## src/rtl/clock_seq_ctrl.sv

```systemverilog
`default_nettype none
// ============================================================================
// Module   : clock_seq_ctrl
// Purpose  : Cascade enables and hour/minute set-mode FSM for an h:m:s chain.
// Revision : 1.0
// ============================================================================
module clock_seq_ctrl #(
    parameter int W        = 8,
    parameter int SEC_MAX  = 59,
    parameter int MIN_MAX  = 59,
    parameter int HOUR_MAX = 23
) (
    input  logic         clk_1Hz,
    input  logic         rst_n,
    input  logic         run_en,
    input  logic         mode_btn,
    input  logic         inc_btn,
    input  logic [W-1:0] sec_q,
    input  logic [W-1:0] min_q,
    input  logic [W-1:0] hour_q,
    output logic         sec_en,
    output logic         min_en,
    output logic         hour_en,
    output logic         sec_clr,
    output logic         day_tick,
    output logic [1:0]   mode,
    output logic         blink
);

    localparam logic [W-1:0] C_SEC_MAX  = W'(SEC_MAX);
    localparam logic [W-1:0] C_MIN_MAX  = W'(MIN_MAX);
    localparam logic [W-1:0] C_HOUR_MAX = W'(HOUR_MAX);

    typedef enum logic [1:0] {
        ST_RUN      = 2'b00,
        ST_SET_HOUR = 2'b01,
        ST_SET_MIN  = 2'b10
    } state_t;

    state_t r_state;
    logic   r_blink;
    logic   r_mode_btn_d;
    logic   r_inc_btn_d;
    logic   r_in_reset;

    logic   w_mode_rise;
    logic   w_inc_rise;
    logic   w_sec_carry;
    logic   w_min_carry;
    logic   w_sec_en;
    logic   w_min_en;
    logic   w_hour_en;
    logic   w_sec_clr;
    logic   w_day_tick;

    assign w_mode_rise = mode_btn & ~r_mode_btn_d;
    assign w_inc_rise  = inc_btn & ~r_inc_btn_d;
    assign w_sec_carry = (sec_q == C_SEC_MAX);
    assign w_min_carry = w_sec_carry & (min_q == C_MIN_MAX);

    always_ff @(posedge clk_1Hz) begin
        if (!rst_n) begin
            r_state      <= ST_RUN;
            r_blink      <= 1'b0;
            r_mode_btn_d <= 1'b0;
            r_inc_btn_d  <= 1'b0;
            r_in_reset   <= 1'b1;
        end else begin
            r_in_reset   <= 1'b0;
            r_mode_btn_d <= mode_btn;
            r_inc_btn_d  <= inc_btn;
            if (w_mode_rise) begin
                r_blink <= 1'b0;
                case (r_state)
                    ST_RUN:      r_state <= ST_SET_HOUR;
                    ST_SET_HOUR: r_state <= ST_SET_MIN;
                    default:     r_state <= ST_RUN;
                endcase
            end else begin
                case (r_state)
                    ST_SET_HOUR,
                    ST_SET_MIN: r_blink <= ~r_blink;
                    ST_RUN:     r_blink <= 1'b0;
                    default: begin
                        // Unused encoding: recover to RUN.
                        r_state <= ST_RUN;
                        r_blink <= 1'b0;
                    end
                endcase
            end
        end
    end

    // Enables act on the pre-edge state, so the counters see them on the same edge.
    always_comb begin
        w_sec_en   = 1'b0;
        w_min_en   = 1'b0;
        w_hour_en  = 1'b0;
        w_sec_clr  = 1'b0;
        w_day_tick = 1'b0;
        if (!r_in_reset) begin
            case (r_state)
                ST_SET_HOUR: w_hour_en = w_inc_rise;
                ST_SET_MIN: begin
                    w_min_en  = w_inc_rise;
                    w_sec_clr = w_mode_rise;
                end
                ST_RUN: begin
                    if (run_en) begin
                        w_sec_en   = 1'b1;
                        w_min_en   = w_sec_carry;
                        w_hour_en  = w_min_carry;
                        w_day_tick = w_min_carry & (hour_q == C_HOUR_MAX);
                    end
                end
                default: ;
            endcase
        end
    end

    assign sec_en   = w_sec_en;
    assign min_en   = w_min_en;
    assign hour_en  = w_hour_en;
    assign sec_clr  = w_sec_clr;
    assign day_tick = w_day_tick;
    assign mode     = r_state;
    assign blink    = r_blink;

endmodule
`default_nettype wire

```

## config.mk

```make
export PLATFORM = sky130hd
export DESIGN_NAME = clock_seq_ctrl
export DESIGN_NICKNAME = d
export VERILOG_FILES = /design/src/rtl/clock_seq_ctrl.sv
export SDC_FILE = /design/constraint.sdc
export NUM_CORES = 1
export LEC_CHECK = 0
export CORE_AREA = 2 2 39 41
export DETAILED_ROUTE_END_ITERATION = 12
export DIE_AREA = 0 0 41 43
export PLACE_DENSITY = 0.9
export SYNTH_ARGS = -nofsm -noshare
export SYNTH_HDL_FRONTEND = slang
export SYNTH_SLANG_ARGS = --single-unit
```

## constraint.sdc

```tcl
create_clock -name clk_1Hz -period 4.15 [get_ports clk_1Hz]
set_clock_uncertainty 0.2 [all_clocks]
set_input_delay 1.0375 -clock clk_1Hz [delete_from_list [all_inputs] [get_ports clk_1Hz]]
set_output_delay 1.0375 -clock clk_1Hz [all_outputs]
set_load 0.02 [all_outputs]
```

==> results of run 1 <==
worst max-delay path by stage:
| stage | start | endpoint | slack, ps | cells past startpoint |
|---|---|---|---|---|
| 5_1_grt | sec_q[1] | min_en | 130 | 5 |
| 2_1_floorplan | hour_q[5] | day_tick | 840 | 3 |
| 6_report | sec_q[1] | min_en | 250 | 5 |
| 3_5_place_dp | hour_q[5] | day_tick | 9 | 5 |
| 3_3_place_gp | hour_q[5] | day_tick | 60 | 5 |
| 4_1_cts | hour_q[2] | day_tick | 6 | 5 |
per-layer routing:
layer	global-route usage	part of all wire	vias to the layer above
met1	0.1586	0.36	216
li1	-	-	249
met3	0.01571	0.11	3
met5	0	0	-
met2	0.2625	0.50	33
met4	0.1200	0.026	0
placed cells by master (no fill, tap or decap), drive strengths merged, types with 2 or more instances in the layout:
cell type / Yosys / routed
and2: 3 / 3
dlymetal6s2s: 0 / 2
nor2: 2 / 2
inv: 3 / 3
nand2: 6 / 6
a21oi: 3 / 3
clkdlybuf4s50: 0 / 34
dfxtp: 6 / 6
nand4: 2 / 2
ha: 5 / 5
and4b: 2 / 2
clkbuf: 0 / 3
or3: 2 / 2
nand3b: 2 / 2
stage by stage:
step                      setup WS [ps]  cells
final                             247.9    102
after global routing              128.9    102
after CTS                         6.033    102
after detailed placement          8.972     99
after global placement            58.92     99
after floorplan                   843.0     47
report_power, final:
| group | total, mW | internal (mW) | switching, mW | leakage (nW) |
|---|---|---|---|---|
| combinational | 0.0503 | 0.0343 | 0.0160 | 0.284 |
| sequential | 0.0639 | 0.0612 | 0.00270 | 0.0496 |
| clock | 0.0547 | 0.0328 | 0.0219 | 0.0138 |
| total | 0.169 | 0.128 | 0.0406 | 0.347 |
registers in the layout, indices dropped and copies added, names as in the netlist:
signal        cells
mode              2
blink             1
r_in_reset        1
r_inc_btn_d       1
r_mode_btn_d      1
final cells by class:
| type | instances | area share |
|---|---|---|
| Timing Repair Buffer | 36 | 0.4444 |
| Multi-Input combinational cell | 38 | 0.3440 |
| Sequential cell | 6 | 0.1461 |
| Clock buffer | 3 | 0.02740 |
| Tap cell | 16 | 0.02435 |
| Inverter | 3 | 0.01370 |
cell families (layout without fill, tap and decap cells):
| kind of cell | after synthesis | after routing | synth area share |
|---|---|---|---|
| simple gates | 29 | 29 | 0.4834 |
| flops | 6 | 6 | 0.2900 |
| fa+ha+maj | 5 | 5 | 0.1511 |
| compound gates | 4 | 4 | 0.04832 |
| buf+inv | 3 | 42 | 0.02719 |
cell usage after synthesis (2+ instances only):
cell      number  area (sq um)
or3_1          2         12.51
a21oi_1        3         15.01
and4b_1        2         20.02
nand2_1        6         22.52
nor2_1         2         7.510
and2_1         2         12.51
nand4_1        2         12.51
inv_1          3         11.26
ha_1           5         62.56
dfxtp_1        6         120.1
nand3b_1       2         15.01
==> qor.csv, run 1 <==
metric,value,unit
status,completed,
clk_latency,250,ps
cp.arrival,2660,ps
power,0.1688,mW
max_slew_margin,0.7712,
hp-class,flop to flop,
areaGrowthSynthToFinish,98.49,%
fin_crit,3902,ps
clock_sinks,6,
holdWs,224.4,ps
vdd_ir_drop_max,136.6,uV
io_pins,37,
first_pass_iters,4,
r2r_setup_slack,2840,ps
routedWlPerCell,11.83,um
p_leak,0.3470,nW
cts_resized,0,
path_cells,clkdlybuf4s50_1 > and4b_1 > nand4_1 > a21oi_1 > clkdlybuf4s50_1,
synth_edf_count,0,
cp_top_family,buffers and inverters,
post-route-period-util,0.9403,
cp_slowest_cell,clkdlybuf4s50_1,
ctsHoldBuffers,0,
root_buffer,clkbuf_4,
maxCapViolCount,0,
ant_nets,0,
cts_tree,done,
r2r_end,mode[0]$_SDFFE_PN0P_,
grt_antenna_before_repair,0,
cp_num_buf_inv,2,
core,0.001384,sq mm
grt_usage,0.1549,
post_cts_buffers,0,
drive_above_1_share,0.08140,
async_flop_share,0,
ys_seq_elements,6,
initial_core_util,0.2993,
rr_startpoint,mode[0]$_SDFFE_PN0P_,
ys_warn_count,0,
final-hold-violation-count,0,
synth_cell_types,23,
worstHoldStart,blink$_SDFF_PP0_,
cts_max_path_buffers,2,
cpMostUsedCell,clkdlybuf4s50_1,
place_area,794.5,sq um
grt_pass1_wl,1.814,mm
die_y,43,um
antenna_cells,0,
setup_viol,0,
whs_path_depth,1,
multiInputGateArea,282.8,sq um
dr_total_vias,501,
fmax,256.3,MHz
layout.nets,122,
final_max_slew_viol_count,0,
drt_drc_violations_left,0,
crit_fanout,3,
crit_path_start_kind,input port,
ff_latch_area,120.1,sq um
r2r_cells,3,
grt-ovfl-total,0,
min_to,blink$_SDFF_PP0_,
cellPowerDensity,205.4,mW/mm^2
cp-end-kind,primary output,
crit_required,2910,ps
setup_tns,0,ps
dp_hpwl,984.6,um
routed_via_density,4.912,
syn_inst,47,
cp_slowest_stage_delay,630,ps
synth.avg_cell_area,8.812,sq um
first_iter_violations,5,
h-tree-depth,1,
synth_top_flop_cell,dfxtp_1,
design_area,822.0,sq um
port_buffers,36,
crit_type,input port to primary output,
fp.dieArea,0.001763,sq mm
postLayoutCoreUtil,0.5940,
worst_pin_slew,342.4,ps
place_congestion,0.6921,
grt_pass1_vias,483,
fp-row-count,14,
syn-cell-area,414.1,sq um
n_fill_cell,122,
rsz0062_at_grt,false,
synth_fp_nets,81,
die_x,41,um
cts.clk_slew.worst_paths,40,ps
seq_area_frac_synth,0.2900,
numCtsBuffers,3,
drt-total-wl,1.207,mm
grt_max_degree,7,
Note: power is estimated with default switching activity, not from simulation.
==> run 2, diff against run 1 <==
--- a/config.mk
+++ b/config.mk
@@ -5,10 +5,9 @@
 export SDC_FILE = /design/constraint.sdc
 export NUM_CORES = 1
 export LEC_CHECK = 0
-export CORE_AREA = 2 2 39 41
+export CORE_UTILIZATION = 30
 export DETAILED_ROUTE_END_ITERATION = 12
-export DIE_AREA = 0 0 41 43
-export PLACE_DENSITY = 0.9
+export PLACE_DENSITY = 0.88
 export SYNTH_ARGS = -nofsm -noshare
 export SYNTH_HDL_FRONTEND = slang
 export SYNTH_SLANG_ARGS = --single-unit
==> run 2 against run 1 <==
Net effect:
- global-route usage is 1.3 points higher
- flip-flop and latch count did not move
- sequential power hardly changed
- clock power about the same
==> qor.csv, run 2 (synthesized netlist as in run 1, its figures left out) <==
metric,value,unit
drt_drc_violations_left,0,
routedWlPerCell,11.25,um
n_fill_cell,119,
grt-ovfl-total,0,
ctsHoldBuffers,0,
fp-row-count,13,
cts_tree,done,
final_max_slew_viol_count,0,
drt-total-wl,1.136,mm
initial_core_util,0.3223,
postLayoutCoreUtil,0.6358,
areaGrowthSynthToFinish,97.28,%
swShare,0.2417,
first_pass_iters,4,
cp_num_buf_inv,2,
h-tree-depth,1,
fin_crit,3859,ps
cp-end-kind,primary output,
cp.arrival,2620,ps
cts_resized,1,
vdd_ir_drop_max,177.3,uV
ff_latch_area,120.1,sq um
cp.depth,4,
grt_pass1_vias,461,
grt_max_degree,7,
clock_sinks,6,
die_x,39.16,um
crit_type,input port to primary output,
layout.nets,122,
final-hold-violation-count,0,
clk_latency,250,ps
dp.cells,98,
seqPwrFrac,0.378,
rsz0062_at_grt,false,
drive_above_1_share,0.08140,
routed_via_density,4.822,
hp-class,flop to flop,
cts_max_path_buffers,2,
grt_usage,0.1681,
largest_reg_flops,2,
setup_slack,291.0,ps
root_buffer,clkbuf_4,
dp_slack,-14.78,ps
crit_required,2910,ps
ant_nets,0,
cpMostUsedCell,clkdlybuf4s50_1,
cp_slowest_cell,clkdlybuf4s50_1,
die_y,39.16,um
crit_path_start_kind,input port,
setup_tns,0,ps
pwr-share-comb,0.297,
core,0.001285,sq mm
antenna_cells,0,
port_buffers,36,
holdWs,229.7,ps
final_common_cell,clkdlybuf4s50_1,
numCtsBuffers,3,
internal_power,0.1283,mW
max_slew_margin,0.7933,
cellPowerDensity,207.0,mW/mm^2
grt_pass1_wl,1.759,mm
setup_viol,0,
cts.clk_slew.worst_paths,40,ps
io_pins,37,
place_congestion,0.6621,
post_cts_buffers,0,
fmax,259.1,MHz
status,completed,
switchingPower,0.04089,mW
worst_pin_slew,309.5,ps
maxCapViolCount,0,
r2r_cells,3,
final_cell_mix,"34 x clkdlybuf4s50_1, 6 x nand2_1, 6 x dfxtp_1",
whs_path_depth,1,
cp_slowest_stage_delay,590,ps
instances_no_fill,101,
fp.dieArea,0.001533,sq mm
p_leak,0.3331,nW
multiInputGateArea,282.8,sq um
grt_antenna_before_repair,0,
dr_total_vias,487,
post-route-period-util,0.9299,
first_iter_violations,4,
path_cells,clkdlybuf4s50_1 > nor2b_1 > and3b_2 > clkdlybuf4s50_1,
p_clk_frac,0.325,
crit_fanout,6,
dp_hpwl,936.7,um
cp_top_family,buffers and inverters,
run 2: cell types whose count changed in the layout (fill, tap and decap cells not counted):
cell,change
dlygate4sd2_1,+1
dlymetal6s2s_1,-1
run 2: layout make-up:
cell class              count  area share
flip-flops and latches      6      0.1470
multi-input cells          38      0.3461
well taps                  15     0.02297
repair buffers             36      0.4426
inverters                   3     0.01378
clock buffers               3     0.02757
run 2: per-layer routing:
metal | up-vias | routed length [um] | part of all wire | GRT usage
li1 | 248 | - | - | -
met1 | 208 | 432 | 0.38 | 0.1793
met2 | 31 | 564 | 0.50 | 0.3125
met3 | 0 | 139 | 0.12 | 0.02890
met4 | 0 | 0 | 0 | 0.07759
met5 | - | 0 | 0 | 0
run 2: power groups by stage:
| stage | clock network [mW] | registers, mW | logic (mW) |
|---|---|---|---|
| floorplan | 0 | 0.0665 | 0.0140 |
| global placement | 0 | 0.0650 | 0.0492 |
| detailed placement | 0 | 0.0650 | 0.0505 |
| CTS | 0.0562 | 0.0641 | 0.0508 |
| global route | 0.0584 | 0.0647 | 0.0551 |
| finish | 0.0549 | 0.0639 | 0.0503 |
run 2: worst paths after layout:
| kind | startpoint | end | slack [ps] |
|---|---|---|---|
| worst max-delay path | mode_btn | sec_clr | 290 |
| worst min-delay path | blink$_SDFF_PP0_ | blink$_SDFF_PP0_ | 230 |
| worst max register to register | mode[0]$_SDFFE_PN0P_ | mode[0]$_SDFFE_PN0P_ | 2830 |
| worst min register to register | blink$_SDFF_PP0_ | blink$_SDFF_PP0_ | 230 |
run 2: through the flow:
step                      power [mW]  instance area, sq um
after floorplan              0.08053                 414.1
after global placement        0.1141                 793.3
after detailed placement      0.1155                 793.3
after CTS                     0.1711                 814.5
after global routing          0.1782                 817.0
final                         0.1692                 817.0
